==> src/rtl/arc_mem_pkg.sv <==
`default_nettype none
// ============================================================================
// Module   : arc_mem_pkg
// Brief    : Shared types and constants for the ARC main-memory controller.
// Revision : 1.0 - initial release
// ============================================================================
package arc_mem_pkg;

  typedef enum logic [1:0] {
    IDLE = 2'b00,
    BUSY = 2'b01,
    DONE = 2'b10
  } state_t;

  localparam logic [1:0] ERR_NONE  = 2'b00;
  localparam logic [1:0] ERR_ALIGN = 2'b01;
  localparam logic [1:0] ERR_RANGE = 2'b10;
  localparam logic [1:0] ERR_TMO   = 2'b11;

  // Positions of the RD/WR bits inside the microinstruction register.
  localparam int RD = 19;
  localparam int WR = 18;

endpackage
`default_nettype wire

==> src/rtl/arc_mem_ctrl_if.sv <==
`default_nettype none
// ============================================================================
// Module   : arc_mem_ctrl_if
// Brief    : Word-addressed main-memory req/ack bus.
// Revision : 1.0 - initial release
// ============================================================================
interface arc_mem_ctrl_if #(
  parameter int ADDR_W = 16
);
  logic              mem_req;
  logic              mem_we;
  logic [ADDR_W-3:0] mem_addr;
  logic [31:0]       mem_wdata;
  logic              mem_ack;
  logic [31:0]       mem_rdata;

  modport master (
    output mem_req, mem_we, mem_addr, mem_wdata,
    input  mem_ack, mem_rdata
  );

  modport slave (
    input  mem_req, mem_we, mem_addr, mem_wdata,
    output mem_ack, mem_rdata
  );
endinterface
`default_nettype wire

==> src/rtl/mem_timeout_counter.sv <==
`default_nettype none
// ============================================================================
// Module   : mem_timeout_counter
// Brief    : Counts cycles spent waiting for mem_ack; flags TIMEOUT-1 reached.
// Revision : 1.0 - initial release
// ============================================================================
module mem_timeout_counter #(
  parameter int TIMEOUT = 255
) (
  input  logic clk,
  input  logic rst,
  input  logic clear,
  input  logic enable,
  output logic expired
);
  localparam int c_cnt_w = $clog2(TIMEOUT + 1);

  logic [c_cnt_w-1:0] r_count;

  always_ff @(posedge clk or negedge rst) begin
    if (!rst) begin
      r_count <= '0;
    end else if (clear) begin
      r_count <= '0;
    end else if (enable) begin
      r_count <= r_count + 1'b1;
    end
  end

  assign expired = (r_count == c_cnt_w'(TIMEOUT - 1));

endmodule
`default_nettype wire

==> src/rtl/arc_mem_ctrl.sv <==
`default_nettype none
// ============================================================================
// Module   : arc_mem_ctrl
// Brief    : ARC main-memory access controller: latches the microinstruction
//            access, runs req/ack with memory and stalls the sequencer.
// Revision : 1.0 - initial release
// ============================================================================
module arc_mem_ctrl
  import arc_mem_pkg::*;
#(
  parameter int ADDR_W  = 16,
  parameter int TIMEOUT = 255
) (
  input  logic        clk,
  input  logic        rst,
  input  logic        rd,
  input  logic        wr,
  input  logic [31:0] addr_in,
  input  logic [31:0] wdata_in,
  output logic [31:0] data_MM,
  output logic        stall,
  output logic        err,
  output logic [1:0]  err_code,
  arc_mem_ctrl_if.master mem
);

  state_t            r_state, w_state_nxt;
  logic              r_mem_req, r_mem_we;
  logic [ADDR_W-3:0] r_mem_addr;
  logic [31:0]       r_mem_wdata, r_data_mm;
  logic              r_err;
  logic [1:0]        r_err_code;

  logic       w_oor, w_expired;
  logic [1:0] w_fault_code;
  logic       w_start, w_fault, w_ack, w_tmo, w_stall;

  generate
    if (ADDR_W < 32) begin : g_range
      assign w_oor = |addr_in[31:ADDR_W];
    end else begin : g_full
      assign w_oor = 1'b0;
    end
  endgenerate

  // Illegal (rd&wr) outranks misaligned, which outranks out-of-range.
  assign w_fault_code = (rd && wr)            ? ERR_TMO   :
                        (addr_in[1:0] != 2'b0) ? ERR_ALIGN :
                        w_oor                  ? ERR_RANGE : ERR_NONE;

  mem_timeout_counter #(.TIMEOUT(TIMEOUT)) u_tmo (
    .clk     (clk),
    .rst     (rst),
    .clear   (w_start),
    .enable  (r_state == BUSY),
    .expired (w_expired)
  );

  always_ff @(posedge clk or negedge rst) begin
    if (!rst) r_state <= IDLE;
    else      r_state <= w_state_nxt;
  end

  always_comb begin
    w_state_nxt = r_state;
    w_start     = 1'b0;
    w_fault     = 1'b0;
    w_ack       = 1'b0;
    w_tmo       = 1'b0;
    w_stall     = 1'b0;
    case (r_state)
      IDLE: begin
        if (rd || wr) begin
          if (w_fault_code != ERR_NONE) begin
            w_fault     = 1'b1;
            w_state_nxt = DONE;
          end else begin
            w_start     = 1'b1;
            w_stall     = 1'b1;
            w_state_nxt = BUSY;
          end
        end
      end
      BUSY: begin
        w_stall = 1'b1;
        if (mem.mem_ack) begin
          w_ack       = 1'b1;
          w_state_nxt = DONE;
        end else if (w_expired) begin
          w_tmo       = 1'b1;
          w_state_nxt = DONE;
        end
      end
      DONE:    w_state_nxt = IDLE;
      default: w_state_nxt = IDLE;
    endcase
  end

  always_ff @(posedge clk or negedge rst) begin
    if (!rst) begin
      r_mem_req   <= 1'b0;
      r_mem_we    <= 1'b0;
      r_mem_addr  <= '0;
      r_mem_wdata <= '0;
      r_data_mm   <= '0;
      r_err       <= 1'b0;
      r_err_code  <= ERR_NONE;
    end else begin
      if (w_start) begin
        r_mem_req   <= 1'b1;
        r_mem_we    <= wr;
        r_mem_addr  <= addr_in[ADDR_W-1:2];
        r_mem_wdata <= wdata_in;
      end
      if (w_ack) begin
        r_mem_req <= 1'b0;
        if (!r_mem_we) r_data_mm <= mem.mem_rdata;
      end
      if (w_tmo) r_mem_req <= 1'b0;
      // err_code keeps the first error; later faults only re-assert err.
      if (w_fault || w_tmo) begin
        r_err <= 1'b1;
        if (!r_err) r_err_code <= w_fault ? w_fault_code : ERR_TMO;
      end
    end
  end

  assign stall         = rst && w_stall;
  assign data_MM       = r_data_mm;
  assign err           = r_err;
  assign err_code      = r_err_code;
  assign mem.mem_req   = r_mem_req;
  assign mem.mem_we    = r_mem_we;
  assign mem.mem_addr  = r_mem_addr;
  assign mem.mem_wdata = r_mem_wdata;

endmodule
`default_nettype wire

==> src/flat_wrapper.sv <==
// flat-port wrapper written by rule: the top's interface ports become plain ports
module arc_mem_ctrl_flat import arc_mem_pkg::*;
#(
  parameter int ADDR_W  = 16,
  parameter int TIMEOUT = 255
)
  (clk, rst, rd, wr, addr_in, wdata_in, data_MM, stall, err, err_code, mem_mem_req, mem_mem_we, mem_mem_addr, mem_mem_wdata, mem_mem_ack, mem_mem_rdata);
  arc_mem_ctrl_if #(.ADDR_W(ADDR_W)) mem_i ();
  input  logic clk;
  input  logic rst;
  input  logic rd;
  input  logic wr;
  input  logic [31:0] addr_in;
  input  logic [31:0] wdata_in;
  output logic [31:0] data_MM;
  output logic stall;
  output logic err;
  output logic [1:0] err_code;
  output wire logic [$bits(mem_i.mem_req)-1:0] mem_mem_req;
  output wire logic [$bits(mem_i.mem_we)-1:0] mem_mem_we;
  output wire logic [$bits(mem_i.mem_addr)-1:0] mem_mem_addr;
  output wire logic [$bits(mem_i.mem_wdata)-1:0] mem_mem_wdata;
  input wire logic [$bits(mem_i.mem_ack)-1:0] mem_mem_ack;
  input wire logic [$bits(mem_i.mem_rdata)-1:0] mem_mem_rdata;
  assign mem_mem_req = mem_i.mem_req;
  assign mem_mem_we = mem_i.mem_we;
  assign mem_mem_addr = mem_i.mem_addr;
  assign mem_mem_wdata = mem_i.mem_wdata;
  assign mem_i.mem_ack = mem_mem_ack;
  assign mem_i.mem_rdata = mem_mem_rdata;
  arc_mem_ctrl #(.ADDR_W(ADDR_W), .TIMEOUT(TIMEOUT)) u_core (.clk(clk), .rst(rst), .rd(rd), .wr(wr), .addr_in(addr_in), .wdata_in(wdata_in), .data_MM(data_MM), .stall(stall), .err(err), .err_code(err_code), .mem(mem_i));
endmodule
==> config.mk <==
export PLATFORM = sky130hd
export DESIGN_NAME = arc_mem_ctrl_flat
export DESIGN_NICKNAME = d
export VERILOG_FILES = /design/src/rtl/arc_mem_pkg.sv /design/src/rtl/arc_mem_ctrl_if.sv /design/src/rtl/mem_timeout_counter.sv /design/src/rtl/arc_mem_ctrl.sv /design/src/flat_wrapper.sv
export SDC_FILE = /design/constraint.sdc
export NUM_CORES = 1
export LEC_CHECK = 0
export BUFFER_PORTS_ARGS = -buffer_cell sky130_fd_sc_hd__buf_2
export CAP_MARGIN = 20
export CORE_MARGIN = 2
export CORE_UTILIZATION = 41
export DETAILED_ROUTE_END_ITERATION = 16
export GPL_TIMING_DRIVEN = 0
export PLACE_DENSITY = 0.74
export RECOVER_POWER = 25
export SETUP_SLACK_MARGIN = 0.5
export SLEW_MARGIN = 20
export SYNTH_ARGS = -nofsm -noshare
export SYNTH_HDL_FRONTEND = slang
export SYNTH_HIERARCHICAL = 1
export SYNTH_SLANG_ARGS = --single-unit
==> constraint.sdc <==
create_clock -name clk -period 2.5 [get_ports clk]
set_clock_uncertainty 0.1 [all_clocks]
set_input_delay 0.75 -clock clk [delete_from_list [all_inputs] [get_ports clk]]
set_output_delay 0.75 -clock clk [all_outputs]
set_load 0.03 [all_outputs]
==> results of run 1 <==
[area by class of cell]
cell class              count  area share
multi-input cells         148      0.2822
plain buffers              11     0.02306
inverters                   4    0.002740
flip-flops and latches     93      0.4247
well taps                 108     0.02466
clock inverters             5     0.01119
repair buffers            195      0.2075
clock buffers              11     0.02397
[cells by family after synthesis]
| family | after synthesis | share of synthesized area |
|---|---|---|
| xor+xnor | 5 | 0.01166 |
| simple gates | 44 | 0.06829 |
| mux | 78 | 0.2338 |
| fa+ha+maj | 2 | 0.006661 |
| flops | 93 | 0.6196 |
| buf+inv | 15 | 0.02498 |
| compound gates | 19 | 0.03498 |
[power by group]
part / internal (uW) / total, uW / switching (uW)
combinational: 75.8 / 150 / 74.6
sequential: 1500 / 1510 / 3.37
clock: 465 / 971 / 506
[Yosys cell counts (2+ instances only)]
| cell | count | area (um2) |
|---|---|---|
| dfrtp_1 | 93 | 2327 |
| mux2_2 | 74 | 833.3 |
| nor2_1 | 11 | 41.29 |
| nand2_1 | 10 | 37.54 |
| nand3_1 | 5 | 25.02 |
| inv_1 | 4 | 15.01 |
| mux2_1 | 4 | 45.04 |
| o21ai_0 | 4 | 20.02 |
| or3_1 | 4 | 25.02 |
| xor2_1 | 4 | 35.03 |
| a21oi_1 | 3 | 15.01 |
| buf_2 | 3 | 15.01 |
| buf_4 | 3 | 22.52 |
| buf_6 | 3 | 33.78 |
| nor4_1 | 3 | 18.77 |
| a31oi_1 | 2 | 12.51 |
| clkbuf_1 | 2 | 7.510 |
| ha_1 | 2 | 25.02 |
| nand4_1 | 2 | 12.51 |
| o311ai_0 | 2 | 17.52 |
[layer usage]
metal | up-vias | GRT usage
met5 | - | 0
met4 | 0 | 0.06849
met3 | 11 | 0.04568
met2 | 134 | 0.2838
met1 | 1330 | 0.2127
li1 | 1328 | -
[what timing repair did]
action | in CTS | in global routing
setup buffers | 4 | 2
pin swaps | 5 | 2
resized for setup | 14 | 19
setup endpoints to repair | 85 | 77
hold endpoints to repair | 0 | 0
gates cloned | 0 | 4
[flip-flops by register name, summed over array words and instances (netlist names)]
name / cells
u_core/mem.mem_addr: 14
u_core/r_state: 2
u_core/mem.mem_we: 1
u_core/err: 1
u_core/err_code: 2
u_core/mem.mem_wdata: 32
u_core/u_tmo/r_count: 8
u_core/mem.mem_req: 1
u_core/data_MM: 32
[worst max-delay path: cells and delay by family]
| family | cells | cell delay (ns) |
|---|---|---|
| buf+inv | 3 | 0.35 |
| simple gates | 3 | 0.65 |
| compound gates | 1 | 0.14 |
[final timing paths]
check / end / cells past startpoint
min: u_core/mem.mem_wdata[27]$_DFFE_PN0P_ / 1
max in group asynchronous: u_core/u_tmo/r_count[6]$_DFFE_PN0P_ / 2
min reg2reg: u_core/data_MM[6]$_DFFE_PN0P_ / 1
max reg2reg: u_core/mem.mem_wdata[2]$_DFFE_PN0P_ / 7
min in group clk: u_core/data_MM[6]$_DFFE_PN0P_ / 1
max: stall / 7
[per-stage QoR]
step,util,TNS (ns),power [uW],cell area [um2]
floorplan,-,-0.2252,1557,3930
global placement,0.5662,-28.83,1672,4986
detailed placement,0.5700,-1.616,1683,5020
CTS,0.6014,-0.2152,2678,5296
global route,0.6223,-0.2754,2741,5480
finish,0.6223,-0.2324,2629,5480
==> results.md, run 1 <==
* Clk slew on worst S/H paths at about 0.09 ns
* Vias after detailed routing at 2803
* Starting density of the core at 0.4265
* Via/cell ratio at slightly below 5
* Pin count of the biggest net entering global routing at 62
* Post-synth net total at 359
* Vias in the first global route at 2900
* Mapped Area at ~3800 um2
* CTS tree: yes
* Routed wl met2 at ~4300 um
* Slew HR at 0.7777
* Crit. Startpoint: addr_in[28]
* Status: finished with violations
* Cell Rows at 34
* Final worst slack at -0.2324 ns
* Crit start category: primary input
* Final Hold Viols at 0
* EDFF count, synth at 0
* # diodes at 0
* Die Y at between 90 and 100 um
* Multi-input gate area at between 1500 and 2000 um2
* HP Class: primary input to async pin
* Most common cell after layout, fill and taps aside: buf_2
* DR WL/cell at between 15 and 20 um
* Storage element area at roughly 2300 um2
* Final period util at 1.093
* Fin crit period at between 2 and 3 ns
* Die width at 99.72 um
* Sequential element share of the synthesized area at 0.6196
* Ys async rst share at 1.000
* Layout cells sized above 1 at 0.6638
* CTS max path bufs at 2
* First-pass GRT wire length at 13470 um
* Met3 wire length at roughly 680 um
* Sink Count at 93
* Synth Register Bits at 93
* Total Routing Usage GR at 0.1708
* Top_reg_cell synth: dfrtp_1
* Highest-delay cell along the critical path: nor4_4
* Hold bufs inserted after CTS at 0
* Average size of a mapped cell at between 10 and 15 um2
* Fillers at around 690
* Yosys warnings at 6
* Initial antenna violation count at 0
* Drt pass-1 iters at 4
* DP Wirelength at 6487 um
* Crit Reg-Reg Startpoint: u_core/r_state[1]$_DFFE_PN0P_
* Clock latency on the worst-skew pair at about 0.34 ns
* Worst ir drop on vdd at between 0.0002 and 0.00025 V
* Root Buffer: clkbuf_8
* RSZ-0062 raised after global routing: true
* Setup violations, final at 1
* Crit-path most repeated cell: buf_6
* GRT overflow at 0
* Synth unique cells at 38
* Highest Signal Layer: met4
* Critical path type: primary input to primary output
* Worst slew pin tran at 0.3335 ns
* Final non-filler cell total at between 500 and 600
* Fmax at around 370 MHz
* Num CTS Buffers at 9
* Failing checks: negative setup slack
* I/O pin count at between 150 and 200
* Detail Route Antenna Nets at 0
* Commonest non-fill, non-tap cells in the layout: 179 x buf_2, 93 x dfrtp_1, 41 x mux2_2
* Final GP Congestion at between 0.8 and 0.9
* # placed instances at 549
* Routed length on met1 at between 3000 and 4000 um
* WL final at 8850 um
* Area Growth Syn to Fin at 45.90%
* Worst R2R Setup Slack at 0.49 ns
* Arrival time worst endpoint at 1.88 ns
* Required @ worst endpoint at 1.65 ns
* Fin. max-slew vios at 0
* Fin nets at about 570
* Dpl ws at -0.6137 ns
* PwrDens at roughly 480 nW/um2
* PortBufs at 184
* Crit end category: primary output
* Critical-path cell list: buf_6 > nor4_4 > nand2_2 > nor3_4 > buf_6 > o211a_4 > buf_6
* Max cap viols at 0
* DR iter-0 viols at 42
* Cells after Synth at 256
* Die area at between 9000 and 10000 um2
* DRC viols at 0
* H-tree level count at 3
* Crit path max fanout at 2
* Min Hold Slack at between 0.15 and 0.2 ns
* Leakage at 0.003032 uW
* Critical Path Max Stage Delay at roughly 0.31 ns
* CORE AREA at just under 9000 um2
(Power assumes the default switching activity.)
==> run 2, diff against run 1 <==
- GPL_TIMING_DRIVEN: 0 -> not set
- SKIP_LAST_GASP: not set -> 1
==> results.md, run 2 (synthesized netlist as in run 1, its figures left out) <==
* Status: finished with violations
* Failing checks: negative setup slack
* Crit start category: primary input
* PwrDens at 449.9 nW/um2 (-6.2%)
* DR iter-0 viols at 56 (+33%)
* Cell Rows at 34 (unchanged)
* Clk slew on worst S/H paths at 0.08 ns (about the same)
* First-pass GRT wire length at 14990 um (+11%)
* Min Hold Slack at 0.4046 ns (+0.2283 ns)
* GRT overflow at 0 (unchanged)
* Max cap viols at 0 (unchanged)
* Starting density of the core at 0.4265 (unchanged)
* PortBufs at 184 (unchanged)
* Leakage at 0.003169 uW (+4.5%)
* Sink Count at 93 (unchanged)
* Layout cells sized above 1 at 0.6867 (+0.02291)
* Required @ worst endpoint at 1.65 ns (about the same)
* Fin nets at 580 (+2.7%)
* Setup violations, final at 43 (+42)
* H-tree level count at 3 (unchanged)
* Crit end category: primary output
* Busiest grt layer: met2
* GR met2 Demand/Resource at 0.3248 (+0.04106)
* Sum of negative setup slack at -1.245 ns (-1.013 ns)
* Vias in the first global route at 3041 (+4.9%)
* Fin. max-slew vios at 0 (unchanged)
* Met3 usage at 0.05341 (+0.007730)
* Worst ir drop on vdd at 0.0003257 V (+41%)
* Fmax at 383.8 MHz (+4.9%)
* Die width at 99.72 um (unchanged)
* CORE AREA at 8806 um2 (unchanged)
* Vias after detailed routing at 2920 (+4.2%)
* # diodes at 0 (unchanged)
* Critical path type: primary input to primary output
* DR WL/cell at 16.18 um (+5.2%)
* Met1 usage at 0.2370 (+0.02432)
* WL final at 9549 um (+7.9%)
* Most common cell after layout, fill and taps aside: buf_2
* Worst slew pin tran at 0.9295 ns (+0.5960 ns)
* Hold bufs inserted after CTS at 0 (unchanged)
* Area Growth Syn to Fin at 53.63%
* Die Y at 99.72 um (unchanged)
* DRC viols at 0 (unchanged)
* Commonest non-fill, non-tap cells in the layout: 178 x buf_2, 93 x dfrtp_1, 46 x mux2_4
* Total Routing Usage GR at 0.1914 (+0.02057)
* Clock latency on the worst-skew pair at 0.35 ns (about the same)
* Root Buffer: clkbuf_8
* Arrival time worst endpoint at 1.76 ns (-0.12 ns)
* Crit path max fanout at 2 (unchanged)
* Final worst slack at -0.1056 ns (+0.1268 ns)
* CTS max path bufs at 2 (unchanged)
* Slew HR at 0.3803 (-0.3973)
* RSZ-0062 raised after global routing: true
* Final period util at 1.042 (-0.05070)
* DP Wirelength at 6370 um (-1.8%)
* Pin count of the biggest net entering global routing at 56 (-9.7%)
* Die area at 9943 um2 (unchanged)
* Num CTS Buffers at 9 (unchanged)
* I/O pin count at 185 (unchanged)
* Via/cell ratio at 4.949 (+1.5%)
* Fin crit period at 2.606 ns (-0.1268 ns)
* CTS tree: yes
* Final GP Congestion at 0.7689 (-8.5%)
* Initial antenna violation count at 0 (unchanged)
* HP Class: register to register
* Drt pass-1 iters at 5 (+1)
* Final Hold Viols at 0 (unchanged)
* Detail Route Antenna Nets at 0 (unchanged)
-- run 2: cell types whose count changed in the layout (fill, tap and decap cells not counted), sizes merged --
cell      before  now
inv            4    6
clkinvlp       3    1
clkbuf        17   14
clkinv         1    2
buf          200  218
bufinv         1    0
-- run 2: final timing paths --
check | start | end | slack (ns) | cells after the start
min in group asynchronous | rst | u_core/data_MM[16]$_DFFE_PN0P_ | 0.57 | 2
worst min-delay path | u_core/data_MM[0]$_DFFE_PN0P_ | u_core/data_MM[0]$_DFFE_PN0P_ | 0.40 | 1
worst min register to register | u_core/data_MM[0]$_DFFE_PN0P_ | u_core/data_MM[0]$_DFFE_PN0P_ | 0.40 | 1
worst max register to register | u_core/r_state[1]$_DFFE_PN0P_ | u_core/mem.mem_wdata[6]$_DFFE_PN0P_ | 0.03 | 13
max in group asynchronous | rst | u_core/u_tmo/r_count[7]$_DFFE_PN0P_ | 0.48 | 3
worst max-delay path | addr_in[30] | stall | -0.11 | 6
-- run 2: timing repair --
action,4_1_cts,5_1_grt
pin swaps,6,5
cloned,7,1
endpoints found under the setup margin,47,58
resized for setup,30,32
buffers inserted,9,5
-- run 2: layer usage --
layer | wire length, um | share of wire | vias up
met5 | 0 | 0 | -
met4 | 118 | 0.012 | 0
met3 | 760 | 0.080 | 11
met2 | 4730 | 0.50 | 137
met1 | 3940 | 0.41 | 1414
li1 | - | - | 1358
-- run 2: final cells by class --
class	count	area [um2]
fill	639	3035
sequential	93	2327
multi-input combinational	148	1618
timing repair buffer	221	1491
clock buffer	11	141.4
tap	108	135.1
clock inverter	5	42.54
inverter	4	15.01
-- run 2: where the power goes --
part	internal, uW	leakage, uW	switching, uW
clock network	400	0.0000905	534
registers	1500	0.00125	3.05
logic	78.1	0.00183	76.1
-- run 2: worst max-delay path, stage by stage --
cell and delay (ns):
buf_6 0.09, nor4_4 0.29, nand2_2 0.11, nor3_4 0.21, o211a_4 0.17, buf_6 0.12
-- run 2: metrics by stage --
stage / worst slack (ns) / utilization / std cells / instance area, um2 / total power [uW]
finish: -0.1056 / 0.6553 / 590 / 5771 / 2596
global route: -0.1793 / 0.6553 / 590 / 5771 / 2722
CTS: -0.1106 / 0.6363 / 584 / 5603 / 2643
detailed placement: -0.2301 / 0.5727 / 552 / 5044 / 1687
global placement: -0.1765 / 0.5727 / 552 / 5044 / 1684
floorplan: -0.2252 / - / 256 / 3930 / 1557
==> run 3, diff against run 2 <==
- CORE_UTILIZATION: 41 -> 43
- CTS_BUF_LIST: not set -> sky130_fd_sc_hd__clkbuf_8
- PLACE_DENSITY: 0.74 -> 0.77
- SKIP_LAST_GASP: 1 -> not set
==> results.md, run 3 (synthesized netlist as in run 1, its figures left out) <==
* Crit. Startpoint: addr_in[30]
* DP Wirelength at 6431 um (+0.95%)
* DR WL/cell at 16.81 um (+3.9%)
* Hold bufs inserted after CTS at 0 (unchanged)
* # diodes at 0 (unchanged)
* Die width at 97.46 um (-2.3%)
* Slew HR at 0.4260 (+0.04564)
* Reg2reg path depth at 9 (-4)
* Die area at 9498 um2 (-4.5%)
* DRC viols at 0 (unchanged)
* HP Class: register to register
* Final GP Congestion at 0.8973 (+17%)
* H-tree level count at 3 (unchanged)
* PwrDens at 447.3 nW/um2 (-0.59%)
* DR iter-0 viols at 63 (+13%)
* Crit end category: primary output
* Leakage at 0.003159 uW (-0.34%)
* Worst slew pin tran at 0.8610 ns (-0.06847 ns)
* GRT overflow at 0 (unchanged)
* Drt pass-1 iters at 4 (-1)
* Layout cells sized above 1 at 0.6868 (about the same)
* Final worst slack at -0.1010 ns (+0.004640 ns)
* Fin. max-slew vios at 0 (unchanged)
* Num CTS Buffers at 9 (unchanged)
* Required @ worst endpoint at 1.65 ns (about the same)
* Worst Setup EP: stall
* Clock latency on the worst-skew pair at 0.35 ns (about the same)
* Area Growth Syn to Fin at 54.40%
* PortBufs at 184 (unchanged)
* Clk slew on worst S/H paths at 0.08 ns (about the same)
* Fin crit period at 2.601 ns (-0.004640 ns)
* Worst reg2reg endpoint: u_core/mem.mem_wdata[21]$_DFFE_PN0P_
* Final period util at 1.040 (-0.001856)
* Vias in the first global route at 3074 (+1.1%)
* Final Hold Viols at 0 (unchanged)
* Crit start category: primary input
* Setup violations, final at 1 (-98%)
* Hold Path Stages at 1 (unchanged)
* Detail Route Antenna Nets at 0 (unchanged)
* Status: finished with violations
* Die Y at 97.46 um (-2.3%)
* RSZ-0062 raised after global routing: true
* Fillers at 624 (-2.3%)
* Crit Reg-Reg Startpoint: u_core/r_state[1]$_DFFE_PN0P_
* Worst R2R Setup Slack at 0.36 ns (+0.33 ns)
* Min Hold Slack at 0.4031 ns (-0.001559 ns)
* Commonest non-fill, non-tap cells in the layout: 176 x buf_2, 93 x dfrtp_1, 46 x mux2_4
* CTS max path bufs at 2 (unchanged)
* CTS tree: yes
* Via/cell ratio at 4.932 (-0.35%)
* Crit path max fanout at 2 (unchanged)
* First-pass GRT wire length at 15050 um (+0.41%)
* Critical path type: primary input to primary output
* Total Routing Usage GR at 0.1985 (+0.007096)
* WL final at 9869 um (+3.4%)
* Arrival time worst endpoint at 1.75 ns (about the same)
* Pin count of the biggest net entering global routing at 60 (+7.1%)
* Starting density of the core at 0.4371 (+0.01056)
* CORE AREA at 8593 um2 (-2.4%)
* Fin nets at 577 (-0.52%)
* Vias after detailed routing at 2895 (-0.86%)
* Worst ir drop on vdd at 0.0002923 V (-10%)
* Fmax at 384.5 MHz (+0.18%)
* Max cap viols at 0 (unchanged)
* Root Buffer: clkbuf_8
* Cell Rows at 34 (unchanged)
* Initial antenna violation count at 0 (unchanged)
* Sink Count at 93 (unchanged)
* Pwr Total at 2594 uW (about the same)
* I/O pin count at 185 (unchanged)
* Most common cell after layout, fill and taps aside: buf_2
* Failing checks: negative setup slack
==> run 3: per-stage QoR <==
step	area [um2]	instances	TNS [ns]	setup slack, ns	utilization
floorplan	3930	256	-0.2252	-0.2252	-
global placement	5029	550	-0.2760	-0.1897	0.5852
detailed placement	5029	550	-0.6022	-0.1950	0.5852
CTS	5503	577	-0.07851	-0.07851	0.6404
global route	5799	587	-0.1375	-0.1375	0.6749
finish	5799	587	-0.1010	-0.1010	0.6749
==> run 3: what timing repair did <==
action,in CTS,in global routing
setup endpoints to repair,47,58
hold endpoints to repair,0,0
pin swaps,5,2
resized for setup,17,39
setup buffers,5,7
gates cloned,6,3
==> run 3: worst max-delay path: stages <==
cell and delay [ns]:
buf_6 0.10, nor4_4 0.29, nand2_2 0.11, nor3_4 0.20, o211a_4 0.17, buf_6 0.12
==> run 3: worst min path at each step <==
stage,startpoint,end,slack [ns]
5_1_grt,u_core/data_MM[26]$_DFFE_PN0P_,u_core/data_MM[26]$_DFFE_PN0P_,0.42
2_1_floorplan,rst,u_core/data_MM[0]$_DFFE_PN0P_,0.35
6_report,u_core/data_MM[6]$_DFFE_PN0P_,u_core/data_MM[6]$_DFFE_PN0P_,0.40
4_1_cts,rst,u_core/data_MM[0]$_DFFE_PN0P_,0.37
3_5_place_dp,u_core/mem.mem_req$_DFFE_PN0P_,u_core/mem.mem_req$_DFFE_PN0P_,0.39
3_3_place_gp,u_core/data_MM[6]$_DFFE_PN0P_,u_core/data_MM[6]$_DFFE_PN0P_,0.36
==> run 3: where the power goes <==
group          leakage (uW)  switching [uW]  internal, uW
Clock             0.0000894             513           416
Sequential          0.00125            3.61          1500
Combinational       0.00182            76.8          79.7
Total               0.00316             593          2000
==> run 3: layout make-up <==
| class | count | area (um2) | area share |
|---|---|---|---|
| Clock inverter | 5 | 35.03 | 0.006041 |
| Multi-Input combinational cell | 148 | 1630 | 0.2811 |
| Inverter | 4 | 15.01 | 0.002589 |
| Sequential cell | 93 | 2327 | 0.4013 |
| Tap cell | 108 | 135.1 | 0.02330 |
| Timing Repair Buffer | 218 | 1505 | 0.2595 |
| Clock buffer | 11 | 151.4 | 0.02611 |
==> run 3: routing by layer <==
metal  vias to the layer above  track usage  wire (um)
li1                       1350            -          -
met1                      1416       0.2447       3966
met2                       112       0.3385       5171
met3                        17      0.04317        531
met4                         0      0.08226        199
met5                         -            0          0
